## src/rtl/anurv_pkg.sv

```systemverilog
// Shared decode types and opcode constants for the anurv RV32I front end.
package anurv_pkg;

  localparam logic [4:0] OPC_LUI    = 5'b01101;
  localparam logic [4:0] OPC_AUIPC  = 5'b00101;
  localparam logic [4:0] OPC_JAL    = 5'b11011;
  localparam logic [4:0] OPC_JALR   = 5'b11001;
  localparam logic [4:0] OPC_BRANCH = 5'b11000;
  localparam logic [4:0] OPC_LOAD   = 5'b00000;
  localparam logic [4:0] OPC_STORE  = 5'b01000;
  localparam logic [4:0] OPC_OPIMM  = 5'b00100;
  localparam logic [4:0] OPC_OP     = 5'b01100;
  localparam logic [4:0] OPC_FENCE  = 5'b00011;
  localparam logic [4:0] OPC_SYSTEM = 5'b11100;

  typedef enum logic [3:0] {
    OcLui, OcAuipc, OcJal, OcJalr, OcBranch, OcLoad,
    OcStore, OcOpimm, OcOp, OcFence, OcSystem, OcIllegal
  } opclass_t;

  typedef enum logic [2:0] {ImmI, ImmS, ImmB, ImmU, ImmJ, ImmNone} imm_fmt_t;

  typedef struct packed {
    opclass_t opclass;
    imm_fmt_t fmt;
    logic     wr_class;  // class writes rd (before the rd != 0 qualification)
    logic     uses_rs1;
    logic     uses_rs2;
  } dec_t;

  function automatic dec_t decode(input logic [6:0] opcode);
    dec_t d;
    d = '{opclass: OcIllegal, fmt: ImmNone, wr_class: 1'b0, uses_rs1: 1'b1, uses_rs2: 1'b0};
    if (opcode[1:0] == 2'b11) begin
      case (opcode[6:2])
        OPC_LUI:    d = '{OcLui,    ImmU,    1'b1, 1'b0, 1'b0};
        OPC_AUIPC:  d = '{OcAuipc,  ImmU,    1'b1, 1'b0, 1'b0};
        OPC_JAL:    d = '{OcJal,    ImmJ,    1'b1, 1'b0, 1'b0};
        OPC_JALR:   d = '{OcJalr,   ImmI,    1'b1, 1'b1, 1'b0};
        OPC_BRANCH: d = '{OcBranch, ImmB,    1'b0, 1'b1, 1'b1};
        OPC_LOAD:   d = '{OcLoad,   ImmI,    1'b1, 1'b1, 1'b0};
        OPC_STORE:  d = '{OcStore,  ImmS,    1'b0, 1'b1, 1'b1};
        OPC_OPIMM:  d = '{OcOpimm,  ImmI,    1'b1, 1'b1, 1'b0};
        OPC_OP:     d = '{OcOp,     ImmNone, 1'b1, 1'b1, 1'b1};
        OPC_FENCE:  d = '{OcFence,  ImmI,    1'b0, 1'b0, 1'b0};
        OPC_SYSTEM: d = '{OcSystem, ImmI,    1'b1, 1'b1, 1'b0};
        default:    d = '{OcIllegal, ImmNone, 1'b0, 1'b1, 1'b0};
      endcase
    end
    return d;
  endfunction

endpackage

```

## src/rtl/imm_gen.sv

```systemverilog
// Combinational RV32I immediate generator for the I/S/B/U/J formats.
module imm_gen
  import anurv_pkg::*;
(
  input  logic [31:0] instr,
  input  imm_fmt_t    fmt,
  output logic [31:0] imm
);

  logic unused_opc;
  assign unused_opc = ^instr[6:0];

  always_comb begin
    imm = '0;
    case (fmt)
      ImmI:    imm = {{20{instr[31]}}, instr[31:20]};
      ImmS:    imm = {{20{instr[31]}}, instr[31:25], instr[11:7]};
      ImmB:    imm = {{19{instr[31]}}, instr[31], instr[7], instr[30:25], instr[11:8], 1'b0};
      ImmU:    imm = {instr[31:12], 12'b0};
      ImmJ:    imm = {{11{instr[31]}}, instr[31], instr[19:12], instr[20], instr[30:21], 1'b0};
      default: imm = '0;
    endcase
  end

endmodule

```

## src/rtl/id_stage.sv

```systemverilog
// RV32I decode stage: register-file read, scoreboard hazard stall, ID/EX register.
// Optional ANURV_WB_BYPASS_EN forwards same-cycle writeback data and ends the stall early.
module id_stage
  import anurv_pkg::*;
#(
  parameter int unsigned XLEN = 32,
  parameter int unsigned NREG = 32
) (
  input  logic            clk,
  input  logic            rst,
  input  logic            if_valid,
  output logic            if_ready,
  input  logic [31:0]     if_instr,
  input  logic [XLEN-1:0] if_pc,
  output logic [4:0]      rf_rs1,
  output logic [4:0]      rf_rs2,
  output logic            rf_ren,
  input  logic [XLEN-1:0] rf_o1,
  input  logic [XLEN-1:0] rf_o2,
  input  logic            wb_valid,
  input  logic [4:0]      wb_rd,
  input  logic [XLEN-1:0] wb_data,
  output logic            ex_valid,
  input  logic            ex_ready,
  output logic [XLEN-1:0] ex_pc,
  output logic [XLEN-1:0] ex_op1,
  output logic [XLEN-1:0] ex_op2,
  output logic [XLEN-1:0] ex_imm,
  output logic [4:0]      ex_rd,
  output logic [3:0]      ex_opclass,
  output logic [2:0]      ex_funct3,
  output logic            ex_alt
);

  logic [4:0]      rd;
  dec_t            dec;
  logic [31:0]     imm;
  logic            writes_rd;
  logic [NREG-1:0] pend_q, pend_d, pend_eff, wb_mask, set_mask;
  logic            hazard, fire;
  logic [XLEN-1:0] op1, op2;

  assign rf_rs1 = if_instr[19:15];
  assign rf_rs2 = if_instr[24:20];
  assign rf_ren = if_valid;
  assign rd     = if_instr[11:7];

  assign dec       = decode(if_instr[6:0]);
  assign writes_rd = dec.wr_class & (rd != 5'd0);

  imm_gen u_imm_gen (
    .instr (if_instr),
    .fmt   (dec.fmt),
    .imm   (imm)
  );

  always_comb begin
    wb_mask = '0;
    if (wb_valid && wb_rd != 5'd0) wb_mask[wb_rd] = 1'b1;
  end

`ifdef ANURV_WB_BYPASS_EN
  // A register retiring this cycle is already resolved; forward its data.
  assign pend_eff = pend_q & ~wb_mask;
  assign op1 = (wb_valid && wb_rd != 5'd0 && wb_rd == rf_rs1) ? wb_data : rf_o1;
  assign op2 = (wb_valid && wb_rd != 5'd0 && wb_rd == rf_rs2) ? wb_data : rf_o2;
`else
  logic unused_wb_data;
  assign unused_wb_data = ^wb_data;
  assign pend_eff = pend_q;
  assign op1 = rf_o1;
  assign op2 = rf_o2;
`endif

  assign hazard   = (dec.uses_rs1 & pend_eff[rf_rs1]) | (dec.uses_rs2 & pend_eff[rf_rs2]);
  assign if_ready = ~hazard & (~ex_valid | ex_ready);
  assign fire     = if_valid & if_ready;

  always_comb begin
    set_mask = '0;
    if (fire && writes_rd) set_mask[rd] = 1'b1;
  end

  // Set is applied after clear so a same-cycle set/clear on one index leaves it pending.
  assign pend_d = (pend_q & ~wb_mask) | set_mask;

  always_ff @(posedge clk or posedge rst) begin
    if (rst) begin
      pend_q     <= '0;
      ex_valid   <= 1'b0;
      ex_pc      <= '0;
      ex_op1     <= '0;
      ex_op2     <= '0;
      ex_imm     <= '0;
      ex_rd      <= '0;
      ex_opclass <= '0;
      ex_funct3  <= '0;
      ex_alt     <= 1'b0;
    end else begin
      pend_q <= pend_d;
      if (fire) begin
        ex_valid   <= 1'b1;
        ex_pc      <= if_pc;
        ex_op1     <= op1;
        ex_op2     <= op2;
        ex_imm     <= imm;
        ex_rd      <= writes_rd ? rd : 5'd0;
        ex_opclass <= dec.opclass;
        ex_funct3  <= if_instr[14:12];
        ex_alt     <= if_instr[30];
      end else if (ex_ready) begin
        ex_valid <= 1'b0;
      end
    end
  end

endmodule

```

## config.mk

```make
export PLATFORM = sky130hd
export DESIGN_NAME = id_stage
export DESIGN_NICKNAME = d
export VERILOG_FILES = /design/src/rtl/anurv_pkg.sv /design/src/rtl/imm_gen.sv /design/src/rtl/id_stage.sv
export SDC_FILE = /design/constraint.sdc
export NUM_CORES = 1
export LEC_CHECK = 0
export CORE_ASPECT_RATIO = 0.75
export CORE_MARGIN = 3
export CORE_UTILIZATION = 45
export CTS_BUF_LIST = sky130_fd_sc_hd__clkbuf_4 sky130_fd_sc_hd__clkbuf_8 sky130_fd_sc_hd__clkbuf_16
export DETAILED_ROUTE_END_ITERATION = 8
export PLACE_DENSITY = 0.82
export SLEW_MARGIN = 20
export SYNTH_ARGS = -nofsm -noshare
export SYNTH_HDL_FRONTEND = slang
export SYNTH_HIERARCHICAL = 1
export SYNTH_SLANG_ARGS = --single-unit
```

## constraint.sdc

```tcl
create_clock -name clk -period 7.1 [get_ports clk]
set_input_delay 1.42 -clock clk [delete_from_list [all_inputs] [get_ports clk]]
set_output_delay 1.42 -clock clk [all_outputs]
set_load 0.005 [all_outputs]
```

==> impl_metrics.json, run 1 <==
{
  "setup_viol": 0,
  "reg2reg_setup_slack_ns": 3.93,
  "cts_sinks": 174,
  "drive_gt1_share_pct": 21.5,
  "start_kind": "input pin",
  "period_share_pct": 82.8,
  "maxCapViolations": 0,
  "post_cts_buffers": 0,
  "syn_avg_cell_area_um2": 12.8,
  "dr_wl_met3_mm": 3.14,
  "top_layer": "met4",
  "fp.dieW_um": 164,
  "ys_seq_elements": 174,
  "worstHoldStart": "pend_eff[0]",
  "wl_met2_mm": 11.4,
  "worstMarginPinSlew_ns": 0.973,
  "final.setup.tns_ns": 0,
  "postSynthNetCount": 835,
  "postCtsHoldBufs": 0,
  "crit_required_ns": 5.68,
  "drtIter0Drc": 498,
  "dieHeight_um": 125,
  "seq_area_frac_synth_pct": 51.4,
  "cts_buffer_depth": 2,
  "dp_hpwl_mm": 17.5,
  "wl_met1_mm": 9.52,
  "vias_per_cell": 5.47,
  "ys.flop_type": "dfrtp_1",
  "clk_pin_slew_ns": 0.07,
  "htree_levels": 4,
  "rsz0062_at_grt": "no",
  "crit_arrival_ns": 4.46,
  "slowest_delay_ns": 0.97,
  "drt_wl_total_mm": 24.4,
  "io_buffers": 291,
  "yosysTopAreaCell": "dfrtp_1",
  "nets": 1099,
  "min_period_ns": 5.88,
  "vias": 6453,
  "hold_viol": 0,
  "path_delay_family": "buffers and inverters",
  "synth_top_area_share_pct": 51.4,
  "crit_chain": "clkdlybuf4s50_1 -> mux4_2 -> mux2_2 -> a211oi_1 -> a211o_2 -> nor2_1 -> a21oi_1 -> clkdlybuf4s50_1",
  "worst_r2r_endpoint": "ex_imm[15]",
  "grt_pass1_vias": 6636,
  "p_leak_nw": 5.25,
  "async_reset_ff_share_pct": 100,
  "ir_worst_vdd_mv": 0.176,
  "synth_warnings": 6,
  "crit_fanout": 12,
  "whs_endpoint": "pend_eff[0]",
  "r2r-start": "pend_eff[10]",
  "yosysUniqueCellTypes": 48,
  "grt_max_degree": 107,
  "syn_inst": 661,
  "postRouteAntennaNets": 0,
  "skew_ns": 0.0111,
  "overflow": 0,
  "synth_area_leaders": "dfrtp_1 (51%), mux2_4 (13%), mux2_2 (8.5%), o21ai_0 (4.5%), mux4_2 (4.0%)",
  "fmax_mhz": 170,
  "drc": 0,
  "num_rows": 42,
  "path_class": "input pin to output port",
  "hold_class": "flop to flop",
  "synth_edf_count": 0,
  "final_max_slew_viol_count": 0,
  "areaGrowthSynthToFinish_pct": 42.1,
  "status": "completed",
  "min_path_cells": 0,
  "diodes": 0,
  "cts_tree": "built",
  "syn-cell-area_um2": 8480,
  "gp_congestion": 0.888,
  "initial_utilization_pct": 46.9,
  "cts_resized": 0,
  "p_per_area_nw_per_um2": 241,
  "critPathBufInv": 2,
  "cts_root_buffer": "clkbuf_16",
  "post_drt_wl_per_cell_um": 20.7,
  "crit_top_cell": "clkdlybuf4s50_1",
  "grt_pass1_wl_mm": 38.2,
  "drtPass1Iterations": 5,
  "ioPinCount": 324,
  "worst_setup_path_end_kind": "output port",
  "core-area_um2": 18100,
  "track_usage_pct": 24.0,
  "insertion_delay_ns": 0.42,
  "slowest_stage": "clkdlybuf4s50_1",
  "die_area_um2": 20500,
  "cts_buffers": 17,
  "hold_ws_ns": 0.437,
  "antenna_found_initial": 0,
  "slew_headroom_pct": 34.9,
  "reg2reg_depth": 7
}
-- final cells by class --
class                      instances  area (um^2)
fill                            1356         6030
sequential                       174         4350
multi-input combinational        421         3740
timing repair buffer             298         2980
clock buffer                      18          433
tap                              242          303
clock inverter                    14          178
inverter                          13         53.8
-- flip-flops by register name, indices dropped and copies added (netlist names) --
| signal | cells |
|---|---|
| ex_alt | 1 |
| ex_funct3 | 3 |
| ex_imm | 32 |
| ex_op1 | 32 |
| ex_op2 | 32 |
| ex_opclass | 4 |
| ex_pc | 32 |
| ex_rd | 5 |
| ex_valid | 1 |
| pend_eff | 32 |
-- cell families (layout without fill, tap and decap cells) --
| group | Yosys count | after routing | synth area share (%) |
|---|---|---|---|
| compound gates | 134 | 134 | 9.01 |
| xor+xnor | 1 | 1 | 0.103 |
| fa+ha+maj | 5 | 5 | 0.723 |
| buf+inv | 66 | 343 | 4.53 |
| flops | 174 | 174 | 51.4 |
| mux | 164 | 164 | 26.8 |
| simple gates | 117 | 117 | 7.43 |
-- cells in the mapped netlist (5+ instances only) --
cell type / instances
inv_1: 13
buf_6: 9
nand2_1: 39
nor3_1: 5
buf_2: 18
o21ai_0: 77
o22ai_1: 8
o2111ai_1: 6
dfrtp_1: 174
a21oi_1: 25
nor2_1: 14
nand2b_1: 5
nor2b_1: 20
or3b_2: 5
clkbuf_1: 9
buf_4: 12
and2_1: 5
mux2_4: 73
mux2_2: 64
mux4_2: 15
nand3b_1: 11
mux2i_1: 12
-- per-stage QoR --
stage          area, um^2  setup WS, ns  power (mW)  util, %  cells
6_report            12000          1.22        2.90     66.6   1180
5_1_grt             12000          1.05        3.04     66.6   1180
4_1_cts             12000          1.20        2.93     66.6   1180
3_5_place_dp        11400          1.21        1.95     63.2   1148
3_3_place_gp        11400          1.24        1.93     63.2   1148
2_1_floorplan        8480         0.963        1.53        -    661
-- per-layer routing --
layer | vias to the layer above | track usage [%]
met5 | - | 0
met4 | 0 | 5.23
met3 | 38 | 12.0
met2 | 332 | 37.8
met1 | 3189 | 29.9
li1 | 2894 | -
-- how the worst max path moves through the flow --
stage,start,endpoint,depth (start not counted)
2_1_floorplan,rst,ex_alt,1
3_3_place_gp,if_instr[16],if_ready,8
3_5_place_dp,if_instr[16],if_ready,8
4_1_cts,if_instr[16],if_ready,8
5_1_grt,if_instr[16],if_ready,8
6_report,if_instr[16],if_ready,8
-- placed cells by master, fill, tap and decap left out, types with 2 or more instances in the layout --
master / Yosys / routed
and3b_1: 2 / 2
and2_1: 5 / 5
nor3_1: 5 / 5
a211oi_1: 4 / 4
o22ai_1: 8 / 8
nand3b_1: 11 / 11
a21oi_1: 25 / 25
a31oi_1: 2 / 2
clkbuf_16: 0 / 17
bufinv_16: 0 / 3
nor2_1: 14 / 14
mux2i_1: 12 / 12
o21ai_0: 77 / 76
clkdlybuf4s50_1: 0 / 291
dfrtp_1: 174 / 174
inv_1: 13 / 12
mux2_2: 64 / 64
mux2_4: 73 / 73
inv_6: 0 / 6
nand3_1: 4 / 4
mux4_2: 15 / 15
clkinv_2: 0 / 2
or3_1: 2 / 2
ha_1: 4 / 4
buf_4: 12 / 6
o2111ai_1: 6 / 6
or3b_2: 5 / 5
nor2b_1: 20 / 20
nand2b_1: 5 / 5
clkinvlp_4: 0 / 3
a311oi_1: 2 / 2
nand2_1: 39 / 39
-- report_power, final --
group,total (mW),leakage [nW],internal (mW),switching (mW)
registers,1.20,2.17,1.12,0.0795
clock network,0.969,0.293,0.565,0.405
logic,0.729,2.79,0.477,0.252
-- worst reg2reg max path, delay by kind of cell, from the launching register on --
family                 cells  cell delay (ns)
and+or+nand+nor            1             0.20
AOI/OAI and AO/OA          2             1.19
DFF                        1             0.39
buffers and inverters      1             0.57
muxes                      3             0.70
Power figures use the tool's default switching activity.
==> run 2, diff against run 1 <==
- clock period: 7.1 -> 5.6 ns (I/O delays scaled with it)
==> run 2 against run 1 <==
Utilization grew 0.35 points. Total power is 25% higher. Register-to-register slack lost 1.1 ns. Via count shrank 0.14%. Final area up 0.52%. First-iteration DRC count grew 24%. Die area is the same. Count of clock-buffer cells in the layout increased by 1.
==> impl_metrics.json, run 2 (synthesized netlist as in run 1, its figures left out) <==
{
  "status": "completed",
  "areaGrowthSynthToFinish_pct": 42.8,
  "final.setup.tns_ns": 0,
  "gp_congestion": 0.920,
  "overflow": 0,
  "fp.dieW_um": 164,
  "final_max_slew_viol_count": 0,
  "postCtsHoldBufs": 0,
  "final_cells": 1188,
  "crit_required_ns": 4.48,
  "grt_pass1_wl_mm": 38.3,
  "min_path_cells": 0,
  "final_cell_mix": "clkdlybuf4s50_1 (291), dfrtp_1 (174), o21ai_0 (76), mux2_4 (73), mux2_2 (64)",
  "dieHeight_um": 125,
  "postRouteAntennaNets": 0,
  "hold_viol": 0,
  "drtIter0Drc": 616,
  "crit_fanout": 9,
  "core-area_um2": 18100,
  "drt_wl_total_mm": 24.6,
  "dp_cells": 1155,
  "slew_headroom_pct": 40.3,
  "cts_sinks": 174,
  "worst_r2r_endpoint": "ex_imm[24]",
  "start_kind": "input pin",
  "initial_utilization_pct": 46.9,
  "final-seq-area_um2": 4350,
  "drc": 0,
  "p_seq_share_pct": 42.1,
  "drive_gt1_share_pct": 22.2,
  "switching_share_pct": 26.3,
  "crit_top_cell": "clkdlybuf4s50_1",
  "combPwrFrac_pct": 25.7,
  "fill_cells": 1386,
  "period_share_pct": 93.3,
  "p_per_area_nw_per_um2": 300,
  "crit_arrival_ns": 4.11,
  "switchingPower_mw": 0.954,
  "vias_per_cell": 5.42,
  "path_class": "input pin to output port",
  "dp_hpwl_mm": 17.8,
  "intPower_mw": 2.68,
  "grt_pass1_vias": 6786,
  "crit_chain": "clkdlybuf4s50_1 -> mux4_2 -> mux2_2 -> a211oi_1 -> a211o_2 -> nor2_1 -> a21oi_1 -> clkdlybuf4s50_1",
  "worstHoldStart": "pend_eff[0]",
  "antenna_found_initial": 0,
  "cts_tree": "built",
  "htree_levels": 4,
  "p_leak_nw": 5.29,
  "vias": 6444,
  "post_drt_wl_per_cell_um": 20.7,
  "rsz0062_at_grt": "no",
  "maxCapViolations": 0,
  "multi_input_area_um2": 3740,
  "die_area_um2": 20500,
  "drtPass1Iterations": 5,
  "skew_ns": 0.0109,
  "ir_worst_vdd_mv": 0.204,
  "min_period_ns": 5.23,
  "reg2reg_depth": 7,
  "slowest_delay_ns": 0.81,
  "r2r-start": "pend_eff[20]",
  "nets": 1107,
  "fin_total_pwr_mw": 3.63,
  "track_usage_pct": 24.2,
  "cts_buffer_depth": 2,
  "diodes": 0,
  "grt_max_degree": 97,
  "setup_viol": 0,
  "whs_endpoint": "pend_eff[0]",
  "p_clk_share_pct": 32.2,
  "clk_pin_slew_ns": 0.07,
  "post_cts_buffers": 0,
  "num_rows": 42,
  "fin_util_pct": 67.0,
  "worst_setup_path_end_kind": "output port",
  "worstMarginPinSlew_ns": 0.894,
  "slowest_stage": "clkdlybuf4s50_1",
  "cts_root_buffer": "clkbuf_16",
  "layout_commonest_cell": "clkdlybuf4s50_1",
  "ioPinCount": 324,
  "hold_class": "flop to flop",
  "cts_resized": 0,
  "insertion_delay_ns": 0.43,
  "reg2reg_setup_slack_ns": 2.84,
  "fmax_mhz": 191,
  "cts_buffers": 17,
  "io_buffers": 291
}
## run 2: cell count changes in the layout (fill, tap and decap cells not counted)
| cell | previous run | this run |
|---|---|---|
| clkbuf_8 | 0 | 1 |
| buf_12 | 1 | 4 |
| inv_8 | 1 | 2 |
| buf_4 | 6 | 11 |
| inv_6 | 6 | 3 |
| clkinv_4 | 0 | 3 |
| bufinv_16 | 3 | 1 |
## run 2: critical path: cells and delay by family
family                 cells  cell delay (ns)
multiplexers               2             0.86
buffers and inverters      2             1.35
AO/OA/AOI/OAI              3             0.71
AND/OR/NAND/NOR            1             0.07
## run 2: power groups by stage
| stage | logic [mW] | registers [mW] | clock network [mW] |
|---|---|---|---|
| final | 0.933 | 1.53 | 1.17 |
| after global routing | 1.00 | 1.55 | 1.24 |
| after CTS | 0.943 | 1.53 | 1.19 |
| after detailed placement | 0.937 | 1.54 | 0 |
| after global placement | 0.922 | 1.54 | 0 |
| after floorplan | 0.399 | 1.55 | 0 |
## run 2: per-layer routing
layer  GRT usage (%)  up-vias  wire length, um
li1                -     2902                -
met1            30.2     3168             9560
met2            37.6      339            11500
met3            11.7       35             3130
met4            6.76        0              405
met5               0        -                0
## run 2: worst max-delay path by stage
| stage | slack, ns | to | start | cells past startpoint |
|---|---|---|---|---|
| 3_3_place_gp | 0.47 | if_ready | if_instr[16] | 8 |
| 3_5_place_dp | 0.43 | if_ready | if_instr[16] | 8 |
| 5_1_grt | 0.19 | if_ready | if_instr[16] | 8 |
| 2_1_floorplan | 1.83 | if_ready | if_instr[16] | 7 |
| 4_1_cts | 0.37 | if_ready | if_instr[16] | 8 |
| 6_report | 0.37 | if_ready | if_instr[16] | 8 |
## run 2: stage by stage
step / hold WS (ns) / setup WS [ns] / instance area [um^2]
after floorplan: 0.441 / 1.83 / 8480
after global placement: 0.406 / 0.465 / 11500
after detailed placement: 0.416 / 0.426 / 11500
after CTS: 0.431 / 0.374 / 12100
after global routing: 0.441 / 0.193 / 12100
final: 0.437 / 0.373 / 12100
## run 2: final cells by class
cell class | count | area share, %
multi-input combinational | 421 | 30.9
clock inverter | 13 | 1.07
tap | 242 | 2.50
timing repair buffer | 306 | 25.4
inverter | 13 | 0.434
clock buffer | 19 | 3.69
sequential | 174 | 36.0
